$ cat src/rtl/mulu_operand_loader.sv
`default_nettype none
// ============================================================================
//  Module      : mulu_operand_loader
//  Description : Operand deserializer in front of the mulu_x3y3 multiplier.
//                Each operand arrives most significant chunk first, one
//                LANE_WIDTH chunk per clock on its own lane. The block
//                assembles full-width x/y and holds them under a
//                valid/ready handshake until the multiplier takes them.
//  Revision    : 1.0 - initial release
// ----------------------------------------------------------------------------
//  Optional feature macro:
//    MULU_LOADER_OVERRUN_EN - adds the sticky overrun_o flag. It is set when
//                             start_i is seen while a pair is held and not
//                             being transferred in the same cycle.
// ----------------------------------------------------------------------------
//  Parameters:
//    X_WIDTH     width of the assembled x operand
//    Y_WIDTH     width of the assembled y operand
//    LANE_WIDTH  bits per beat on each of the x and y lanes
//  Ports:
//    clk_i        in   1           clock, rising edge
//    reset_i      in   1           asynchronous active-high reset
//    x_lane_i     in   LANE_WIDTH  x chunk of the current beat (MS first)
//    y_lane_i     in   LANE_WIDTH  y chunk of the current beat (MS first)
//    start_i      in   1           first beat of an operand pair
//    out_ready_i  in   1           consumer accepts the held pair
//    x_o          out  X_WIDTH     assembled x (registered)
//    y_o          out  Y_WIDTH     assembled y (registered)
//    out_valid_o  out  1           x_o/y_o hold a complete, unconsumed pair
//    busy_o       out  1           a load is in progress
//    overrun_o    out  1           sticky overrun (MULU_LOADER_OVERRUN_EN)
// ============================================================================
module mulu_operand_loader #(
    parameter int X_WIDTH    = 3,
    parameter int Y_WIDTH    = 3,
    parameter int LANE_WIDTH = 2
) (
    input  logic                  clk_i,
    input  logic                  reset_i,
    input  logic [LANE_WIDTH-1:0] x_lane_i,
    input  logic [LANE_WIDTH-1:0] y_lane_i,
    input  logic                  start_i,
    input  logic                  out_ready_i,
    output logic [X_WIDTH-1:0]    x_o,
    output logic [Y_WIDTH-1:0]    y_o,
    output logic                  out_valid_o,
    output logic                  busy_o
`ifdef MULU_LOADER_OVERRUN_EN
    ,
    output logic                  overrun_o
`endif
);

    // ------------------------------------------------------------------------
    // Derived constants
    // ------------------------------------------------------------------------
    localparam int MAX_WIDTH = (X_WIDTH > Y_WIDTH) ? X_WIDTH : Y_WIDTH;
    localparam int N_BEATS   = (MAX_WIDTH + LANE_WIDTH - 1) / LANE_WIDTH;
    localparam int CNT_WIDTH = (N_BEATS > 1) ? $clog2(N_BEATS) : 1;

    localparam logic [CNT_WIDTH-1:0] CNT_ZERO    = '0;
    localparam logic [CNT_WIDTH-1:0] CNT_ONE     = CNT_WIDTH'(1);
    localparam logic [CNT_WIDTH-1:0] LAST_BEAT   = CNT_WIDTH'(N_BEATS - 1);
    localparam logic                 SINGLE_BEAT = (N_BEATS == 1);

    localparam logic [1:0] ST_IDLE  = 2'd0;
    localparam logic [1:0] ST_SHIFT = 2'd1;
    localparam logic [1:0] ST_HOLD  = 2'd2;

    // ------------------------------------------------------------------------
    // State and datapath registers
    // ------------------------------------------------------------------------
    logic [1:0]           state_q, state_d;
    logic [CNT_WIDTH-1:0] cnt_q,   cnt_d;
    logic [X_WIDTH-1:0]   xs_q,    xs_d;
    logic [Y_WIDTH-1:0]   ys_q,    ys_d;
    logic [X_WIDTH-1:0]   x_q,     x_d;
    logic [Y_WIDTH-1:0]   y_q,     y_d;
    logic                 valid_q, valid_d;
`ifdef MULU_LOADER_OVERRUN_EN
    logic                 overrun_q, overrun_d;
`endif

    // ------------------------------------------------------------------------
    // Beat assembly helpers
    // ------------------------------------------------------------------------
    // A first beat replaces the shift register; width casts keep only the
    // LSBs, which drops the excess leading bits of an over-wide first chunk.
    logic [X_WIDTH-1:0]            w_x_first;
    logic [Y_WIDTH-1:0]            w_y_first;
    logic [X_WIDTH+LANE_WIDTH-1:0] w_x_cat;
    logic [Y_WIDTH+LANE_WIDTH-1:0] w_y_cat;
    logic [X_WIDTH-1:0]            w_x_shift;
    logic [Y_WIDTH-1:0]            w_y_shift;
    logic                          w_transfer;
    logic                          w_last_beat;

    assign w_x_first   = X_WIDTH'(x_lane_i);
    assign w_y_first   = Y_WIDTH'(y_lane_i);
    assign w_x_cat     = {xs_q, x_lane_i};
    assign w_y_cat     = {ys_q, y_lane_i};
    assign w_x_shift   = w_x_cat[X_WIDTH-1:0];
    assign w_y_shift   = w_y_cat[Y_WIDTH-1:0];
    assign w_transfer  = valid_q & out_ready_i;
    assign w_last_beat = (cnt_q == LAST_BEAT);

    // ------------------------------------------------------------------------
    // FSM: state register
    // ------------------------------------------------------------------------
    always_ff @(posedge clk_i or posedge reset_i) begin
        if (reset_i) begin
            state_q <= ST_IDLE;
        end else begin
            state_q <= state_d;
        end
    end

    // ------------------------------------------------------------------------
    // FSM: next-state logic
    // ------------------------------------------------------------------------
    always_comb begin
        state_d = state_q;
        case (state_q)
            ST_IDLE: begin
                if (start_i) begin
                    state_d = SINGLE_BEAT ? ST_HOLD : ST_SHIFT;
                end
            end
            ST_SHIFT: begin
                // A start here restarts the load, so it never completes it.
                if (!start_i && w_last_beat) begin
                    state_d = ST_HOLD;
                end
            end
            ST_HOLD: begin
                if (w_transfer) begin
                    state_d = ST_IDLE;
                end
            end
            default: begin
                state_d = ST_IDLE;
            end
        endcase
    end

    // ------------------------------------------------------------------------
    // FSM: output and datapath next-value logic
    // ------------------------------------------------------------------------
    always_comb begin
        busy_o  = (state_q == ST_SHIFT);
        cnt_d   = cnt_q;
        xs_d    = xs_q;
        ys_d    = ys_q;
        x_d     = x_q;
        y_d     = y_q;
        valid_d = valid_q;
`ifdef MULU_LOADER_OVERRUN_EN
        overrun_d = overrun_q;
`endif
        case (state_q)
            ST_IDLE: begin
                if (start_i) begin
                    xs_d = w_x_first;
                    ys_d = w_y_first;
                    if (SINGLE_BEAT) begin
                        x_d     = w_x_first;
                        y_d     = w_y_first;
                        valid_d = 1'b1;
                        cnt_d   = CNT_ZERO;
                    end else begin
                        cnt_d   = CNT_ONE;
                    end
                end
            end
            ST_SHIFT: begin
                if (start_i) begin
                    xs_d  = w_x_first;
                    ys_d  = w_y_first;
                    cnt_d = CNT_ONE;
                end else begin
                    xs_d = w_x_shift;
                    ys_d = w_y_shift;
                    if (w_last_beat) begin
                        x_d     = w_x_shift;
                        y_d     = w_y_shift;
                        valid_d = 1'b1;
                        cnt_d   = CNT_ZERO;
                    end else begin
                        cnt_d   = cnt_q + CNT_ONE;
                    end
                end
            end
            ST_HOLD: begin
                if (w_transfer) begin
                    valid_d = 1'b0;
                end
`ifdef MULU_LOADER_OVERRUN_EN
                // A start coinciding with the transfer is harmless: the
                // held pair is leaving anyway.
                if (start_i && !w_transfer) begin
                    overrun_d = 1'b1;
                end
`endif
            end
            default: begin
                valid_d = 1'b0;
            end
        endcase
    end

    // ------------------------------------------------------------------------
    // Datapath registers
    // ------------------------------------------------------------------------
    always_ff @(posedge clk_i or posedge reset_i) begin
        if (reset_i) begin
            cnt_q   <= CNT_ZERO;
            xs_q    <= '0;
            ys_q    <= '0;
            x_q     <= '0;
            y_q     <= '0;
            valid_q <= 1'b0;
        end else begin
            cnt_q   <= cnt_d;
            xs_q    <= xs_d;
            ys_q    <= ys_d;
            x_q     <= x_d;
            y_q     <= y_d;
            valid_q <= valid_d;
        end
    end

`ifdef MULU_LOADER_OVERRUN_EN
    always_ff @(posedge clk_i or posedge reset_i) begin
        if (reset_i) begin
            overrun_q <= 1'b0;
        end else begin
            overrun_q <= overrun_d;
        end
    end

    assign overrun_o = overrun_q;
`endif

    assign x_o         = x_q;
    assign y_o         = y_q;
    assign out_valid_o = valid_q;

endmodule

`default_nettype wire

$ cat config.mk
export PLATFORM = sky130hd
export DESIGN_NAME = mulu_operand_loader
export DESIGN_NICKNAME = d
export VERILOG_FILES = /design/src/rtl/mulu_operand_loader.sv
export SDC_FILE = /design/constraint.sdc
export NUM_CORES = 1
export LEC_CHECK = 0
export BUFFER_PORTS_ARGS = -buffer_cell sky130_fd_sc_hd__buf_2
export CORE_AREA = 2 2 39 41
export CTS_BUF_LIST = sky130_fd_sc_hd__clkbuf_8
export DETAILED_ROUTE_END_ITERATION = 10
export DIE_AREA = 0 0 41 43
export HOLD_SLACK_MARGIN = 0.03
export SLEW_MARGIN = 20
export SYNTH_ARGS = -nofsm -noshare
export SYNTH_HDL_FRONTEND = slang
export SYNTH_SLANG_ARGS = --single-unit
$ cat constraint.sdc
create_clock -name clk_i -period 1.74 [get_ports clk_i]
set_input_delay 0.087 -clock clk_i [delete_from_list [all_inputs] [get_ports clk_i]]
set_output_delay 0.087 -clock clk_i [all_outputs]
set_load 0.01 [all_outputs]
==> results of run 1 <==
==> synthesized netlist by cell type <==
library cell               count  share of area
sky130_fd_sc_hd__dfrtp_1      12           0.58
sky130_fd_sc_hd__mux2_4        6           0.17
sky130_fd_sc_hd__inv_1         3          0.022
sky130_fd_sc_hd__mux2_2        2          0.043
sky130_fd_sc_hd__nor2_1        2          0.014
sky130_fd_sc_hd__nor3_1        2          0.019
sky130_fd_sc_hd__a211o_1       1          0.017
sky130_fd_sc_hd__a21oi_1       1         0.0096
sky130_fd_sc_hd__a31o_2        1          0.017
sky130_fd_sc_hd__and2b_1       1          0.014
sky130_fd_sc_hd__and4bb_1      1          0.024
sky130_fd_sc_hd__buf_6         1          0.022
sky130_fd_sc_hd__nand2_1       1         0.0072
sky130_fd_sc_hd__nand2b_1      1          0.012
sky130_fd_sc_hd__nor2b_1       1          0.012
sky130_fd_sc_hd__o21bai_1      1          0.014
==> logic make-up (layout without fill, tap and decap cells) <==
kind of cell,after synthesis,count (layout),share of synthesized area
AOI/OAI and AO/OA,4,4,0.05783
buffers and inverters,4,23,0.04337
DFF,12,12,0.5783
muxes,8,8,0.2169
and+or+nand+nor,9,9,0.1036
==> sequential cells by signal, indices dropped and copies added (netlist names) <==
name	count
cnt_q	1
out_valid_o	1
state_q	2
x_o	3
xs_q	1
y_o	3
ys_q	1
==> worst reg2reg max path: stages (launching register included) <==
cell and delay (ns):
sky130_fd_sc_hd__dfrtp_1 0.42, sky130_fd_sc_hd__and4bb_1 0.59, sky130_fd_sc_hd__mux2_4 0.34
==> worst paths after layout <==
| path | startpoint | to | slack (ns) |
|---|---|---|---|
| worst max-delay path | state_q[1] | y_o[0] | 0.28 |
| worst min-delay path | y_lane_i[1] | y_o[1] | 0.08 |
| worst max register to register | state_q[1] | y_o[0] | 0.28 |
| worst min register to register | ys_q[0] | y_o[2] | 0.50 |
| max in group asynchronous | reset_i | y_o[0] | 1.03 |
| min in group asynchronous | reset_i | x_o[1] | 0.40 |
==> placed cells by master, fill, tap and decap left out <==
cell,instances
sky130_fd_sc_hd__a31o_2,1
sky130_fd_sc_hd__buf_2,15
sky130_fd_sc_hd__nor2_1,2
sky130_fd_sc_hd__and4bb_1,1
sky130_fd_sc_hd__dfrtp_1,12
sky130_fd_sc_hd__nor3_1,2
sky130_fd_sc_hd__nand2b_1,1
sky130_fd_sc_hd__dlygate4sd3_1,1
sky130_fd_sc_hd__o21bai_1,1
sky130_fd_sc_hd__mux2_2,2
sky130_fd_sc_hd__mux2_4,6
sky130_fd_sc_hd__a211o_1,1
sky130_fd_sc_hd__nor2b_1,1
sky130_fd_sc_hd__inv_1,3
sky130_fd_sc_hd__clkbuf_8,4
sky130_fd_sc_hd__and2b_1,1
sky130_fd_sc_hd__a21oi_1,1
sky130_fd_sc_hd__nand2_1,1
==> cell type report <==
cell class	count	area [um^2]
Multi-Input combinational cell	21	196.4
Timing Repair Buffer	16	85.08
Sequential cell	12	300.3
Fill cell	143	715.7
Tap cell	16	20.02
Inverter	3	11.26
Clock buffer	4	55.05
==> power by group through the flow <==
| stage | combinational [mW] | clock, mW | sequential, mW |
|---|---|---|---|
| final | 0.457 | 0.298 | 0.507 |
| after detailed placement | 0.462 | 0 | 0.513 |
| after floorplan | 0.302 | 0 | 0.541 |
| after global routing | 0.502 | 0.330 | 0.534 |
| after CTS | 0.466 | 0.313 | 0.510 |
| after global placement | 0.454 | 0 | 0.515 |
==> layer usage <==
metal / vias up / routed length [um]
li1: 164 / -
met1: 145 / 400
met2: 13 / 343
met3: 5 / 77
met4: 0 / 23
met5: - / 0
==> what timing repair did <==
item,CTS,global route
resized for setup,0,0
hold buffers,1,0
hold endpoints to repair,12,0
setup endpoints to repair,0,0
==> impl_results.html, run 1 <==
<table>
<tr><th>Metric</th><th>Value</th></tr>
<tr><th colspan="2">Critical path</th></tr>
<tr><td>Biggest fanout along the worst timing path</td><td>9</td></tr>
<tr><td>Critical path depth in cells</td><td>2</td></tr>
<tr><td>Setup CP Type</td><td>register to register</td></tr>
<tr><td>R2r worst-path depth</td><td>2</td></tr>
<tr><td>Largest delay contributor family on the critical path</td><td>simple AND/OR/NAND/NOR gates</td></tr>
<tr><td>Worst Path Arrival</td><td>1.58 ns</td></tr>
<tr><td>Worst Path Buf+Inv</td><td>0</td></tr>
<tr><td>Worst stage delay on the critical path</td><td>0.59 ns</td></tr>
<tr><td>Required time worst endpoint</td><td>1.86 ns</td></tr>
<tr><td>Critical Path End Type</td><td>register</td></tr>
<tr><td>Slowest cell on crit path</td><td>sky130_fd_sc_hd__and4bb_1</td></tr>
<tr><td>List of cells traversed by the critical path</td><td>and4bb_1, mux2_4</td></tr>
<tr><td>Nature of the critical path startpoint</td><td>register</td></tr>
<tr><th colspan="2">Yosys</th></tr>
<tr><td>Instance count of the mapped netlist</td><td>37</td></tr>
<tr><td>Post-synthesis average cell area</td><td>14.03 um^2</td></tr>
<tr><td>Total of flip-flops plus latches after synthesis</td><td>12</td></tr>
<tr><td>Warnings, synthesis</td><td>0</td></tr>
<tr><td>Post-synth design cell area</td><td>519.2 um^2</td></tr>
<tr><td>Number of different library cells in the post-synthesis netlist</td><td>16</td></tr>
<tr><td>Number of nets in the synthesized netlist</td><td>45</td></tr>
<tr><td>Share of the yosys chip area belonging to registers</td><td>0.5783</td></tr>
<tr><th colspan="2">Power and ir drop</th></tr>
<tr><td>Sequential power share</td><td>0.402</td></tr>
<tr><td>Tot Pwr</td><td>1.262 mW</td></tr>
<tr><td>Largest vdd supply drop</td><td>0.9635 mV</td></tr>
<tr><td>Power per unit of standard cell area</td><td>1889 nW/um^2</td></tr>
<tr><td>Switching Share</td><td>0.2891</td></tr>
<tr><td>Internal power of the cells</td><td>0.8971 mW</td></tr>
<tr><td>Gate power share</td><td>0.362</td></tr>
<tr><td>Standby leakage power</td><td>0.3324 nW</td></tr>
<tr><td>Net switching component of the power</td><td>0.3648 mW</td></tr>
<tr><td>Clock power frac</td><td>0.236</td></tr>
<tr><th colspan="2">Placement</th></tr>
<tr><td>Count of port buffers added during placement</td><td>15</td></tr>
<tr><td>Placer Congestion</td><td>0.6724</td></tr>
<tr><td>Placement Setup Slack</td><td>0.2813 ns</td></tr>
<tr><td>Placed Cells</td><td>67</td></tr>
<tr><td>Hpwl dp</td><td>597.1 um</td></tr>
<tr><td>Cell area after placement</td><td>603.1 um^2</td></tr>
<tr><th colspan="2">Timing</th></tr>
<tr><td>Worst hold margin</td><td>0.08200 ns</td></tr>
<tr><td>Final clock period utilization by the worst path</td><td>0.8411</td></tr>
<tr><td>Worst-case setup margin in the final layout</td><td>0.2764 ns</td></tr>
<tr><td>Relative slew slack</td><td>0.6774</td></tr>
<tr><td>Number of endpoints with negative hold slack in the final report</td><td>0</td></tr>
<tr><td>Clock period minus worst slack</td><td>1.464 ns</td></tr>
<tr><td>Maximum frequency from static timing analysis</td><td>683.2 MHz</td></tr>
<tr><td>Total Negative Setup Slacks</td><td>0 ns</td></tr>
<tr><td>Number of slew-limit violations in the final report</td><td>0</td></tr>
<tr><td>Setup-failing EPs final</td><td>0</td></tr>
<tr><td>Setup repair after global routing missed its margin</td><td>no</td></tr>
<tr><td>Worst slew pin tran</td><td>0.4839 ns</td></tr>
<tr><td>Final clock skew</td><td>0.004888 ns</td></tr>
<tr><th colspan="2">Route</th></tr>
<tr><td>Detailed-route via count</td><td>327</td></tr>
<tr><td>DRC viols</td><td>0</td></tr>
<tr><td>Antenna viol nets, final</td><td>0</td></tr>
<tr><td>WL final</td><td>845 um</td></tr>
<tr><td>Drt via density</td><td>4.542</td></tr>
<tr><td>Average wire per cell in the routed design</td><td>11.74 um</td></tr>
<tr><td>Number of detailed-routing iterations run before antenna repair</td><td>3</td></tr>
<tr><td>Starting DRC count in detailed routing</td><td>1</td></tr>
<tr><th colspan="2">CTS</th></tr>
<tr><td>Clk root buf</td><td>sky130_fd_sc_hd__clkbuf_8</td></tr>
<tr><td>CTS clock-pin slew for the worst setup and hold paths</td><td>0.05 ns</td></tr>
<tr><td>Count of H-tree levels built during CTS</td><td>1</td></tr>
<tr><td>TritonCTS clock tree</td><td>yes</td></tr>
<tr><td>Clock Latency Late Sink</td><td>0.24 ns</td></tr>
<tr><td>CTS sink count</td><td>12</td></tr>
<tr><td>Post-CTS setup buffer count</td><td>0</td></tr>
<tr><td>Total clock buffers created by CTS</td><td>3</td></tr>
<tr><td>Clock Tree Buf Depth</td><td>2</td></tr>
<tr><th colspan="2">Floorplanning</th></tr>
<tr><td>Die Wd</td><td>41 um</td></tr>
<tr><td>Number of placement rows</td><td>14</td></tr>
<tr><td>Die ar.</td><td>1763 um^2</td></tr>
<tr><td>Core Box Area</td><td>1384 um^2</td></tr>
<tr><td>Die boundary height</td><td>43 um</td></tr>
<tr><td>Effective utilization at floorplan</td><td>0.3752</td></tr>
<tr><td>Top-Level Pins</td><td>16</td></tr>
<tr><th colspan="2">GRT</th></tr>
<tr><td>GRT Residual Overflow</td><td>0</td></tr>
<tr><td>Met2 Usage GRT</td><td>0.1469</td></tr>
<tr><td>Total routing usage reported by global routing</td><td>0.1322</td></tr>
<tr><td>Antenna violations before repair</td><td>0</td></tr>
<tr><td>Maximum number of pins on one net before global-route repair</td><td>13</td></tr>
<tr><td>Wire length of the first global-routing pass</td><td>1414 um</td></tr>
<tr><td>GR met3 Demand/Resource</td><td>0.09424</td></tr>
<tr><td>Most crowded layer after global routing</td><td>met1</td></tr>
<tr><td>Met1 global-route usage</td><td>0.1678</td></tr>
<tr><td>Via count of the first global-routing pass</td><td>320</td></tr>
<tr><th colspan="2">Finish</th></tr>
<tr><td>Inserted Diodes</td><td>0</td></tr>
<tr><td>Synth-to-layout area growth</td><td>28.67%</td></tr>
<tr><td>Post-Route Utilization</td><td>0.4828</td></tr>
<tr><td>Non-Filler Cell Area, Final</td><td>668.1 um^2</td></tr>
<tr><td>Fraction of layout cells with a size suffix above 1</td><td>0.5000</td></tr>
<tr><td>Number of standard cells in the final layout excluding fillers</td><td>72</td></tr>
<tr><td>Final net count</td><td>65</td></tr>
<tr><th colspan="2">Run status</th></tr>
<tr><td>Status</td><td>finished, final reports clean</td></tr>
<tr><th colspan="2">Job</th></tr>
<tr><td># Max-Cap Violations</td><td>0</td></tr>
<tr><th colspan="2">Worst hold path</th></tr>
<tr><td>Worst hold path type</td><td>input pin to register</td></tr>
<tr><td>Number of stages on the worst hold path</td><td>2</td></tr>
</table>
(Power assumes the default switching activity.)
==> run 2, diff against run 1 <==
- clock period: 1.74 -> 1.4 ns (I/O delays scaled with it)
==> run 2 against run 1 <==
Non-clock buffer count rose by 2. Worst hold slack got worse by 0.012 ns. Sequential cell count did not move. Register-to-register slack got worse by 0.11 ns. Design area rose by 2.1%. Critical endpoint is now y_o[2]. Global-route usage fell by 0.062 points. Combinational power rose by 42%. Worst setup slack got worse by 0.11 ns. Count of clock-buffer cells in the layout fell by 1. Sequential power rose by 23%. Via count rose by 4.3%. First-iteration DRC count rose to 3.0 times the previous value.
==> impl_results.html, run 2 (synthesized netlist as in run 1, its figures left out) <==
<table>
<tr><th>Metric</th><th>Value</th></tr>
<tr><th colspan="2">Route</th></tr>
<tr><td>Average wire per cell in the routed design</td><td>11.99 um (+2.1%)</td></tr>
<tr><td>Number of detailed-routing iterations run before antenna repair</td><td>4 (+1)</td></tr>
<tr><td>Drt via density</td><td>4.671 (+2.9%)</td></tr>
<tr><td>Antenna viol nets, final</td><td>0 (unchanged)</td></tr>
<tr><td>Starting DRC count in detailed routing</td><td>3 (+2)</td></tr>
<tr><td>DRC viols</td><td>0 (unchanged)</td></tr>
<tr><td>WL final</td><td>875 um (+3.6%)</td></tr>
<tr><td>Detailed-route via count</td><td>341 (+4.3%)</td></tr>
<tr><th colspan="2">Finish</th></tr>
<tr><td>Final net count</td><td>67 (+3.1%)</td></tr>
<tr><td>Most frequent cells in the layout</td><td>sky130_fd_sc_hd__buf_2, sky130_fd_sc_hd__dfrtp_1, sky130_fd_sc_hd__mux2_4</td></tr>
<tr><td>Fraction of layout cells with a size suffix above 1</td><td>0.5088 (+0.008772)</td></tr>
<tr><td>Count of filler cells inserted in the layout</td><td>124 (-13%)</td></tr>
<tr><td>Most common cell after layout, fill and taps aside</td><td>sky130_fd_sc_hd__buf_2</td></tr>
<tr><td>Synth-to-layout area growth</td><td>31.33%</td></tr>
<tr><td>Inserted Diodes</td><td>0 (unchanged)</td></tr>
<tr><th colspan="2">CTS</th></tr>
<tr><td>Post-cts gate resize count</td><td>0 (unchanged)</td></tr>
<tr><td>Clk root buf</td><td>sky130_fd_sc_hd__clkbuf_8</td></tr>
<tr><td>CTS sink count</td><td>12 (unchanged)</td></tr>
<tr><td>TritonCTS clock tree</td><td>yes</td></tr>
<tr><td>Post-CTS setup buffer count</td><td>0 (unchanged)</td></tr>
<tr><td>CTS clock-pin slew for the worst setup and hold paths</td><td>0.05 ns (about the same)</td></tr>
<tr><td>Total clock buffers created by CTS</td><td>3 (unchanged)</td></tr>
<tr><td>Clock Latency Late Sink</td><td>0.23 ns (about the same)</td></tr>
<tr><td>Clock Tree Buf Depth</td><td>2 (unchanged)</td></tr>
<tr><td>Count of H-tree levels built during CTS</td><td>1 (unchanged)</td></tr>
<tr><th colspan="2">Timing</th></tr>
<tr><td>Worst slew pin tran</td><td>0.4409 ns (-0.04305 ns)</td></tr>
<tr><td>Maximum frequency from static timing analysis</td><td>811.8 MHz (+19%)</td></tr>
<tr><td>Clock period minus worst slack</td><td>1.232 ns (-0.2318 ns)</td></tr>
<tr><td>Number of slew-limit violations in the final report</td><td>0 (unchanged)</td></tr>
<tr><td>Final clock period utilization by the worst path</td><td>0.8799 (+0.03872)</td></tr>
<tr><td>Setup-failing EPs final</td><td>0 (unchanged)</td></tr>
<tr><td>Relative slew slack</td><td>0.7058 (+0.02837)</td></tr>
<tr><td>Number of endpoints with negative hold slack in the final report</td><td>0 (unchanged)</td></tr>
<tr><td>Setup repair after global routing missed its margin</td><td>no</td></tr>
<tr><td>Final clock skew</td><td>0.003589 ns (-0.001300 ns)</td></tr>
<tr><td>Total Negative Setup Slacks</td><td>0 ns (unchanged)</td></tr>
<tr><td>Worst-case setup margin in the final layout</td><td>0.1682 ns (-0.1082 ns)</td></tr>
<tr><th colspan="2">Floorplanning</th></tr>
<tr><td>Die boundary height</td><td>43 um (unchanged)</td></tr>
<tr><td>Number of placement rows</td><td>14 (unchanged)</td></tr>
<tr><td>Die ar.</td><td>1763 um^2 (unchanged)</td></tr>
<tr><td>Effective utilization at floorplan</td><td>0.3752 (unchanged)</td></tr>
<tr><td>Core Box Area</td><td>1384 um^2 (unchanged)</td></tr>
<tr><td>Die Wd</td><td>41 um (unchanged)</td></tr>
<tr><td>Top-Level Pins</td><td>16 (unchanged)</td></tr>
<tr><th colspan="2">Critical path</th></tr>
<tr><td>Endpoint of the most critical setup path</td><td>y_o[2]</td></tr>
<tr><td>Worst Path Arrival</td><td>1.35 ns (-0.23 ns)</td></tr>
<tr><td>Critical path depth in cells</td><td>3 (+1)</td></tr>
<tr><td>Worst Path Buf+Inv</td><td>1 (+1)</td></tr>
<tr><td>R2r worst-path depth</td><td>3 (+1)</td></tr>
<tr><td>Largest delay contributor family on the critical path</td><td>flip-flops</td></tr>
<tr><td>Setup CP Type</td><td>register to register</td></tr>
<tr><td>Nature of the critical path startpoint</td><td>register</td></tr>
<tr><td>Biggest fanout along the worst timing path</td><td>9 (unchanged)</td></tr>
<tr><td>Worst stage delay on the critical path</td><td>0.41 ns (-0.18 ns)</td></tr>
<tr><td>Slowest cell on crit path</td><td>sky130_fd_sc_hd__dfrtp_1</td></tr>
<tr><td>Startpoint of the most critical setup path</td><td>state_q[0]</td></tr>
<tr><td>Critical Path End Type</td><td>register</td></tr>
<tr><td>Register-to-register setup slack</td><td>0.17 ns (-0.11 ns)</td></tr>
<tr><td>Worst R2R Start</td><td>state_q[0]</td></tr>
<tr><td>List of cells traversed by the critical path</td><td>and4bb_1, buf_12, mux2_4</td></tr>
<tr><td>Endpoint of the worst register-to-register path</td><td>y_o[2]</td></tr>
<tr><td>Required time worst endpoint</td><td>1.52 ns (-0.34 ns)</td></tr>
<tr><th colspan="2">GRT</th></tr>
<tr><td>Via count of the first global-routing pass</td><td>341 (+6.6%)</td></tr>
<tr><td>Wire length of the first global-routing pass</td><td>1428 um (+0.99%)</td></tr>
<tr><td>Total routing usage reported by global routing</td><td>0.1316 (-0.0006156)</td></tr>
<tr><td>Antenna violations before repair</td><td>0 (unchanged)</td></tr>
<tr><td>GRT Residual Overflow</td><td>0 (unchanged)</td></tr>
<tr><td>Maximum number of pins on one net before global-route repair</td><td>13 (unchanged)</td></tr>
<tr><th colspan="2">Placement</th></tr>
<tr><td>Placer Congestion</td><td>0.7740 (+15%)</td></tr>
<tr><td>Count of port buffers added during placement</td><td>15 (unchanged)</td></tr>
<tr><td>Placement Setup Slack</td><td>0.1738 ns (-0.1075 ns)</td></tr>
<tr><td>Hpwl dp</td><td>652.6 um (+9.3%)</td></tr>
<tr><th colspan="2">Power and ir drop</th></tr>
<tr><td>Net switching component of the power</td><td>0.4614 mW (+26%)</td></tr>
<tr><td>Clock power frac</td><td>0.188 (-0.048)</td></tr>
<tr><td>Internal power of the cells</td><td>1.103 mW (+23%)</td></tr>
<tr><td>Tot Pwr</td><td>1.565 mW (+24%)</td></tr>
<tr><td>Switching Share</td><td>0.2949 (+0.005787)</td></tr>
<tr><td>Largest vdd supply drop</td><td>1.170 mV (+21%)</td></tr>
<tr><td>Power per unit of standard cell area</td><td>2295 nW/um^2 (+21%)</td></tr>
<tr><td>Standby leakage power</td><td>0.3388 nW (+1.9%)</td></tr>
<tr><td>Gate power share</td><td>0.413 (+0.051)</td></tr>
<tr><td>Sequential power share</td><td>0.399 (-0.003)</td></tr>
<tr><th colspan="2">Worst hold path</th></tr>
<tr><td>Worst hold path type</td><td>input pin to register</td></tr>
<tr><th colspan="2">Job</th></tr>
<tr><td># Max-Cap Violations</td><td>0 (unchanged)</td></tr>
<tr><th colspan="2">Run status</th></tr>
<tr><td>Status</td><td>finished, final reports clean</td></tr>
</table>
[run 2: cell types whose count changed in the layout (fill, tap and decap cells not counted)]
cell / before / now
sky130_fd_sc_hd__buf_4: 0 / 1
sky130_fd_sc_hd__clkbuf_8: 4 / 3
sky130_fd_sc_hd__buf_12: 0 / 1
[run 2: worst min path at each step]
stage	from	to	slack, ns	cells past startpoint
after floorplan	reset_i	cnt_q	-0.07	1
after global placement	reset_i	x_o[1]	0.1	2
after detailed placement	reset_i	y_o[2]	0.1	2
after CTS	y_lane_i[1]	y_o[1]	0.06	2
after global routing	y_lane_i[1]	y_o[1]	0.07	2
final	y_lane_i[1]	y_o[1]	0.07	2
[run 2: metrics by stage]
step                cell area (um^2)  hold slack (ns)  utilization  cells
floorplan                      519.2         -0.06530            -     37
global placement               630.6          0.09852       0.4557     69
detailed placement             630.6          0.09553       0.4557     69
CTS                            681.9          0.06132       0.4928     73
global route                   681.9          0.07086       0.4928     73
finish                         681.9          0.06979       0.4928     73
[run 2: timing repair]
| item | in CTS | in global routing |
|---|---|---|
| endpoints found under the setup margin | 0 | 0 |
| endpoints found under the hold margin | 12 | 0 |
| hold buffers | 1 | 0 |
[run 2: layer usage]
metal  global-route usage  wire [um]  vias up
met3              0.07853         60        0
met5                    0          0        -
met2               0.1813        408       12
met1               0.1492        406      163
met4              0.08000          0        0
li1                     -          -      166
[run 2: cell type report]
type | instances | area (um^2) | share of cell area
multi-input cells | 21 | 196.4 | 0.2881
flip-flops and latches | 12 | 300.3 | 0.4404
repair buffers | 18 | 112.6 | 0.1651
well taps | 16 | 20.02 | 0.02936
clock buffers | 3 | 41.29 | 0.06055
inverters | 3 | 11.26 | 0.01651
[run 2: power groups by stage]
stage,clock network (mW),logic [mW],registers (mW)
after floorplan,0,0.376,0.673
after global placement,0,0.641,0.628
after detailed placement,0,0.652,0.628
after CTS,0.314,0.655,0.625
after global routing,0.327,0.711,0.644
final,0.294,0.647,0.625
